--- config.mk ---
export PLATFORM = sky130hd
export DESIGN_NAME = reorder_buffer
export DESIGN_NICKNAME = d
export VERILOG_FILES = /design/src/rtl/reorder_buffer_pkg.sv /design/src/rtl/rob_ptr.sv /design/src/rtl/reorder_buffer.sv
export SDC_FILE = /design/constraint.sdc
export NUM_CORES = 1
export LEC_CHECK = 0
export CAP_MARGIN = 20
export CORE_AREA = 5 5 255 257
export DETAILED_ROUTE_END_ITERATION = 10
export DIE_AREA = 0 0 260 262
export PLACE_DENSITY = 0.7
export REMOVE_ABC_BUFFERS = 1
export SETUP_SLACK_MARGIN = 0.5
export SKIP_CTS_REPAIR_TIMING = 1
export SLEW_MARGIN = 20
export SYNTH_ARGS = -nofsm -noshare
export SYNTH_HDL_FRONTEND = slang
export SYNTH_SLANG_ARGS = --single-unit
--- constraint.sdc ---
create_clock -name clk -period 4.05 [get_ports clk]
set_clock_uncertainty 0.05 [all_clocks]
set_input_delay 0.81 -clock clk [delete_from_list [all_inputs] [get_ports clk]]
set_output_delay 0.81 -clock clk [all_outputs]
set_load 0.01 [all_outputs]
--- src/rtl/reorder_buffer_pkg.sv ---
// Shared types and constants for the reorder buffer and its pointer logic.
package reorder_buffer_pkg;

  localparam int ROB_DEPTH  = 16;
  localparam int ROB_TAG_W  = $clog2(ROB_DEPTH);
  localparam int ROB_DATA_W = 32;
  localparam int ROB_REG_W  = 5;

  typedef logic [ROB_TAG_W-1:0] rob_tag_t;

  typedef struct packed {
    logic                  valid;
    logic                  done;
    logic [ROB_REG_W-1:0]  rd_addr;
    logic                  rd_we;
    logic                  is_store;
    logic [ROB_DATA_W-1:0] data;
  } rob_entry_t;

  // x0 is hardwired to zero, so a write to it is never forwarded to the register file.
  function automatic logic rd_writes(input logic rd_we, input logic [ROB_REG_W-1:0] rd_addr);
    return rd_we && (rd_addr != '0);
  endfunction

endpackage

--- src/rtl/rob_ptr.sv ---
// Wrap-aware circular-buffer pointer: TAG_W index bits plus one wrap bit.
module rob_ptr #(
  parameter int TAG_W = 4
) (
  input  logic           clk,
  input  logic           rst,
  input  logic           clear,
  input  logic           inc,
  output logic [TAG_W:0] ptr
);

  localparam logic [TAG_W:0] PTR_ONE = {{TAG_W{1'b0}}, 1'b1};

  // Pointer register: clear beats increment; the wrap bit toggles naturally on overflow.
  always_ff @(posedge clk or negedge rst) begin
    // NOTE: sequential state uses non-blocking assignments so every flop samples pre-edge values.
    if (!rst) begin
      ptr <= '0;
    end else if (clear) begin
      ptr <= '0;
    end else if (inc) begin
      ptr <= ptr + PTR_ONE;
    end
  end

endmodule

--- src/rtl/reorder_buffer.sv ---
// In-order retirement buffer: allocates tags at dispatch, captures CDB results,
// retires completed entries in program order one per cycle, squashes on flush.
module reorder_buffer
  import reorder_buffer_pkg::*;
#(
  parameter int DEPTH = ROB_DEPTH,
  parameter int TAG_W = $clog2(DEPTH)
) (
  input  logic                  clk,
  input  logic                  rst,
  // Dispatch side
  input  logic                  dispatch_alloc,
  input  logic [ROB_REG_W-1:0]  dispatch_rd_addr,
  input  logic                  dispatch_rd_we,
  input  logic                  dispatch_is_store,
  output logic [TAG_W-1:0]      rob_tag,
  output logic                  rob_full,
  output logic [TAG_W:0]        rob_count,
  // Completion broadcast
  input  logic                  cdb_valid,
  input  logic [TAG_W-1:0]      cdb_tag,
  input  logic [ROB_DATA_W-1:0] cdb_data,
  // Squash
  input  logic                  flush,
  // Retire side
  output logic                  retire_valid,
  output logic [TAG_W-1:0]      retire_tag,
  output logic [ROB_REG_W-1:0]  retire_rd_addr,
  output logic                  retire_rd_we,
  output logic                  retire_is_store,
  output logic [ROB_DATA_W-1:0] retire_data
);

  logic [TAG_W:0]        head_ptr;
  logic [TAG_W:0]        tail_ptr;
  logic [TAG_W-1:0]      head_idx;
  logic [TAG_W-1:0]      tail_idx;

  // Per-entry status flags (reset) and payload (not reset).
  logic [DEPTH-1:0]      valid_q;
  logic [DEPTH-1:0]      done_q;
  logic [ROB_REG_W-1:0]  rd_addr_q [DEPTH];
  logic [DEPTH-1:0]      rd_we_q;
  logic [DEPTH-1:0]      is_store_q;
  logic [ROB_DATA_W-1:0] data_q    [DEPTH];

  rob_entry_t            head_entry;
  logic                  do_alloc;
  logic                  do_complete;
  logic                  do_retire;

  assign head_idx  = head_ptr[TAG_W-1:0];
  assign tail_idx  = tail_ptr[TAG_W-1:0];

  // Full when indices match but wrap bits differ; empty when pointers are identical.
  assign rob_full  = (head_ptr[TAG_W] != tail_ptr[TAG_W]) && (head_idx == tail_idx);
  assign rob_count = tail_ptr - head_ptr;
  assign rob_tag   = tail_idx;

  assign head_entry = '{
    valid:    valid_q[head_idx],
    done:     done_q[head_idx],
    rd_addr:  rd_addr_q[head_idx],
    rd_we:    rd_we_q[head_idx],
    is_store: is_store_q[head_idx],
    data:     data_q[head_idx]
  };

  // Flush overrides every other event in the same cycle. Alloc, complete and
  // retire can never target the same entry: alloc needs a free tail slot,
  // complete needs a valid not-done entry, retire needs a valid done head.
  assign do_alloc    = dispatch_alloc && !rob_full && !flush;
  assign do_complete = cdb_valid && valid_q[cdb_tag] && !done_q[cdb_tag] && !flush;
  assign do_retire   = head_entry.valid && head_entry.done && !flush;

  rob_ptr #(.TAG_W(TAG_W)) u_head_ptr (
    .clk   (clk),
    .rst   (rst),
    .clear (flush),
    .inc   (do_retire),
    .ptr   (head_ptr)
  );

  rob_ptr #(.TAG_W(TAG_W)) u_tail_ptr (
    .clk   (clk),
    .rst   (rst),
    .clear (flush),
    .inc   (do_alloc),
    .ptr   (tail_ptr)
  );

  // Status flags: set valid on alloc, set done on CDB capture, clear on retire or flush.
  always_ff @(posedge clk or negedge rst) begin
    if (!rst) begin
      valid_q <= '0;
      done_q  <= '0;
    end else if (flush) begin
      valid_q <= '0;
      done_q  <= '0;
    end else begin
      if (do_retire) begin
        valid_q[head_idx] <= 1'b0;
        done_q[head_idx]  <= 1'b0;
      end
      if (do_complete) begin
        done_q[cdb_tag] <= 1'b1;
      end
      if (do_alloc) begin
        valid_q[tail_idx] <= 1'b1;
        done_q[tail_idx]  <= 1'b0;
      end
    end
  end

  // Payload storage: instruction fields written at alloc, result written at completion.
  always_ff @(posedge clk) begin
    // NOTE: payload storage has no reset; valid/done gate every use, so stale contents are never observed.
    if (do_alloc) begin
      rd_addr_q[tail_idx]  <= dispatch_rd_addr;
      rd_we_q[tail_idx]    <= dispatch_rd_we;
      is_store_q[tail_idx] <= dispatch_is_store;
      data_q[tail_idx]     <= '0;
    end
    if (do_complete) begin
      data_q[cdb_tag] <= cdb_data;
    end
  end

  // Retire registers: pulse valid for one cycle, hold the last retired fields otherwise.
  always_ff @(posedge clk or negedge rst) begin
    if (!rst) begin
      retire_valid    <= 1'b0;
      retire_tag      <= '0;
      retire_rd_addr  <= '0;
      retire_rd_we    <= 1'b0;
      retire_is_store <= 1'b0;
      retire_data     <= '0;
    end else begin
      retire_valid <= do_retire;
      if (do_retire) begin
        retire_tag      <= head_idx;
        retire_rd_addr  <= head_entry.rd_addr;
        retire_rd_we    <= rd_writes(head_entry.rd_we, head_entry.rd_addr);
        retire_is_store <= head_entry.is_store;
        retire_data     <= head_entry.data;
      end
    end
  end

endmodule
==> impl_metrics.toml <==
[synthesis]
syn_area_sq_um = 31390
synthCells = 1978
yosysSeqAreaShare = 0.6656
yosys_most_used_dff = "edfxtp_1"
yosys.area.top_type = "edfxtp_1"
synth-seq-cells = 710
synth_cell_types = 48
netlist.area_leader.share = 0.5970
async_flop_share = 0.1211
yosysWarnings = 0
netlist_top_cells_area = "edfxtp_1 (60%), mux4_2 (14%), and2_1 (10%)"
synth_edf_count = 624
avgSynthCellArea_sq_um = 15.87

[finish]
nets = 2154
drive_gt1_frac = 0.2052
final_util = 0.5801
final_common_cell = "edfxtp_1"
areaGrowthSynthToFinish_pct = 15.52
layout.cells.most_common_list = "edfxtp_1 (624), and2_1 (514), mux4_2 (194)"
num_antenna_cells = 0
fill_cells = 4728

[floorplan]
core_region_area_sq_um = 62500
die_y_microns = 262
io_pins = 102
fp.dieArea_sq_um = 68120
fp.dieW_microns = 260
start_util = 0.5021
rows = 92

[worst_setup_path]
crit_family = "buffers and inverters"
crit_path_max_fanout = 3
arrival_ps = 2470
critPathMaxStageDelay_ps = 550
startpoint_type = "register"
required_ps = 3190
slowest_stage = "clkdlybuf4s50_1"
end_kind = "output pin"
crit_type = "register to output pin"
crit_chain = "clkinv_1 -> ha_1 -> a21o_1 -> a21oi_1 -> xnor2_1 -> clkdlybuf4s50_1"
reg2reg_slack_ps = 910
cp_num_buf_inv = 2

[drt]
routed_via_density = 5.906
drt-wirelength-per-cell_microns = 27.16
ant_nets = 0
drc = 0
firstDrtPassIters = 7
drt-initial-drc-count = 1914
vias = 17718
wirelength_mm = 81.49

[power_and_ir_drop]
switchingPower_mw = 3.153
powerDensity_nw_per_um2 = 424.8
leakage_nw = 12.22
power.share.combinational = 0.027
p_int_mw = 12.25
power_frac_seq = 0.518
power_frac_clock = 0.455
worst_ir_drop_vdd_uv = 337.9
netSwitchingFraction = 0.2047

[sta]
final.setup.tns_ps = 0
maxSlewHeadroom = 0.01113
finalSetupViolCount = 0
worst_slew_pin_slew_ps = 1483
drv_slew = 0
period_share = 0.8219
hold_viol_final = 0
rsz0062_at_grt = "no"
max_freq_mhz = 300.4
post-route-min-period_ps = 3329

[clocking]
clk_latency_ps = 620
clock_sinks = 710
cts_tree = "built"
clkTransAtPathRegs_ps = 60
cts.path.max_buffers = 3
cts-buffers-inserted = 74
cts.htree.levels = 3
cts_root_buf = "clkbuf_16"

[global_routing]
grt_use_total = 0.2434
grt_overflow = 0
grt_pass1_wl_mm = 121.8
grt_max_degree = 162
grt_antenna_before_repair = 1
grt_pass1_vias = 18544

[place]
port_buffers = 101
hpwl_mm = 45.42
routabilityCongestion = 0.9380

[outcome]
outcome = "completed"

[flow_run]
cap_violations = 0

[worst_hold_path]
hp-class = "input pin to asynchronous set/reset pin"
[power groups by stage]
stage                     combinational, mW  clock (mW)  sequential, mW
final                                 0.409        7.01            7.98
after global routing                  0.437        7.43            7.98
after CTS                             0.406        7.10            7.98
after detailed placement              0.404           0            8.14
after global placement                0.396           0            8.13
after floorplan                       0.133           0            8.13
[synthesized netlist by cell type (3+ instances only)]
cell type / n
edfxtp_1: 624
and2_1: 514
mux4_2: 194
nand2_1: 155
clkbuf_1: 100
dfrtp_1: 86
nor2_1: 38
a21oi_1: 35
inv_1: 22
nor3_1: 20
buf_6: 17
buf_2: 16
nand3_1: 14
o21ai_0: 14
ha_1: 12
or2_2: 11
and3_1: 10
buf_1: 8
nor2b_1: 8
xnor2_1: 8
buf_4: 7
nand3b_1: 7
nor3_2: 5
nor3b_1: 5
a22o_1: 4
a22oi_1: 4
o311ai_0: 4
a21o_1: 3
or3_1: 3
xor2_1: 3
[flip-flops by register name (all words and copies together) (netlist names), 4 cells and up]
signal          cells
u_tail_ptr.ptr      5
data_q            512
rd_addr_q          80
rd_we_q            16
done_q             16
is_store_q         16
retire_data        32
retire_rd_addr      5
retire_tag          4
u_head_ptr.ptr      5
valid_q            16
[per-layer routing]
metal  share of wire  track usage  vias to the layer above
li1                -            -                     7522
met4           0.033      0.07794                        2
met5         0.00011            0                        -
met2            0.50       0.4083                      807
met1            0.39       0.3269                     9208
met3           0.077      0.04718                      179
[worst paths after layout]
kind                                               start  depth (start not counted)                       endpoint
max                        u_head_ptr.ptr[1]$_DFFE_PN0P_                          6                   rob_count[3]
min                                                  rst                          1      retire_tag[1]$_DFFE_PN0N_
max reg2reg                u_head_ptr.ptr[0]$_DFFE_PN0P_                          8       retire_rd_we$_DFFE_PN0N_
min reg2reg                   retire_data[4]$_DFFE_PN0N_                          2     retire_data[4]$_DFFE_PN0N_
min in group clk              retire_data[4]$_DFFE_PN0N_                          2     retire_data[4]$_DFFE_PN0N_
max in group asynchronous                            rst                          2  u_tail_ptr.ptr[1]$_DFFE_PN0P_
[through the flow]
stage	hold slack [ps]	area [sq um]	power (mW)	worst slack (ps)	std cells
floorplan	446.8	30660	8.266	-4985	1830
global placement	411.0	33720	8.527	479.0	2859
detailed placement	411.4	33720	8.540	408.7	2859
CTS	184.9	36220	15.49	229.2	2996
global route	207.7	36260	15.85	618.1	3000
finish	186.5	36260	15.40	721.2	3000
[area by class of cell]
class	instances	area [sq um]	area share
clock buffer	92	1981	0.05463
inverter	26	101.3	0.002795
clock inverter	45	520.5	0.01436
sequential	710	20900	0.5765
multi-input combinational	1094	9838	0.2714
tap	846	1059	0.02920
timing repair buffer	187	1857	0.05121
[kinds of logic after synthesis]
logic type                 count (synthesis)  share of synthesized area
and+or+nand+nor                          796                     0.1436
DFF                                      710                     0.6656
adders and majority gates                 13                   0.005422
muxes                                    195                     0.1395
buffers and inverters                    174                    0.02643
xor gates and xnor gates                  11                   0.003070
AOI/OAI and AO/OA                         79                    0.01639
(Power assumes the default switching activity.)
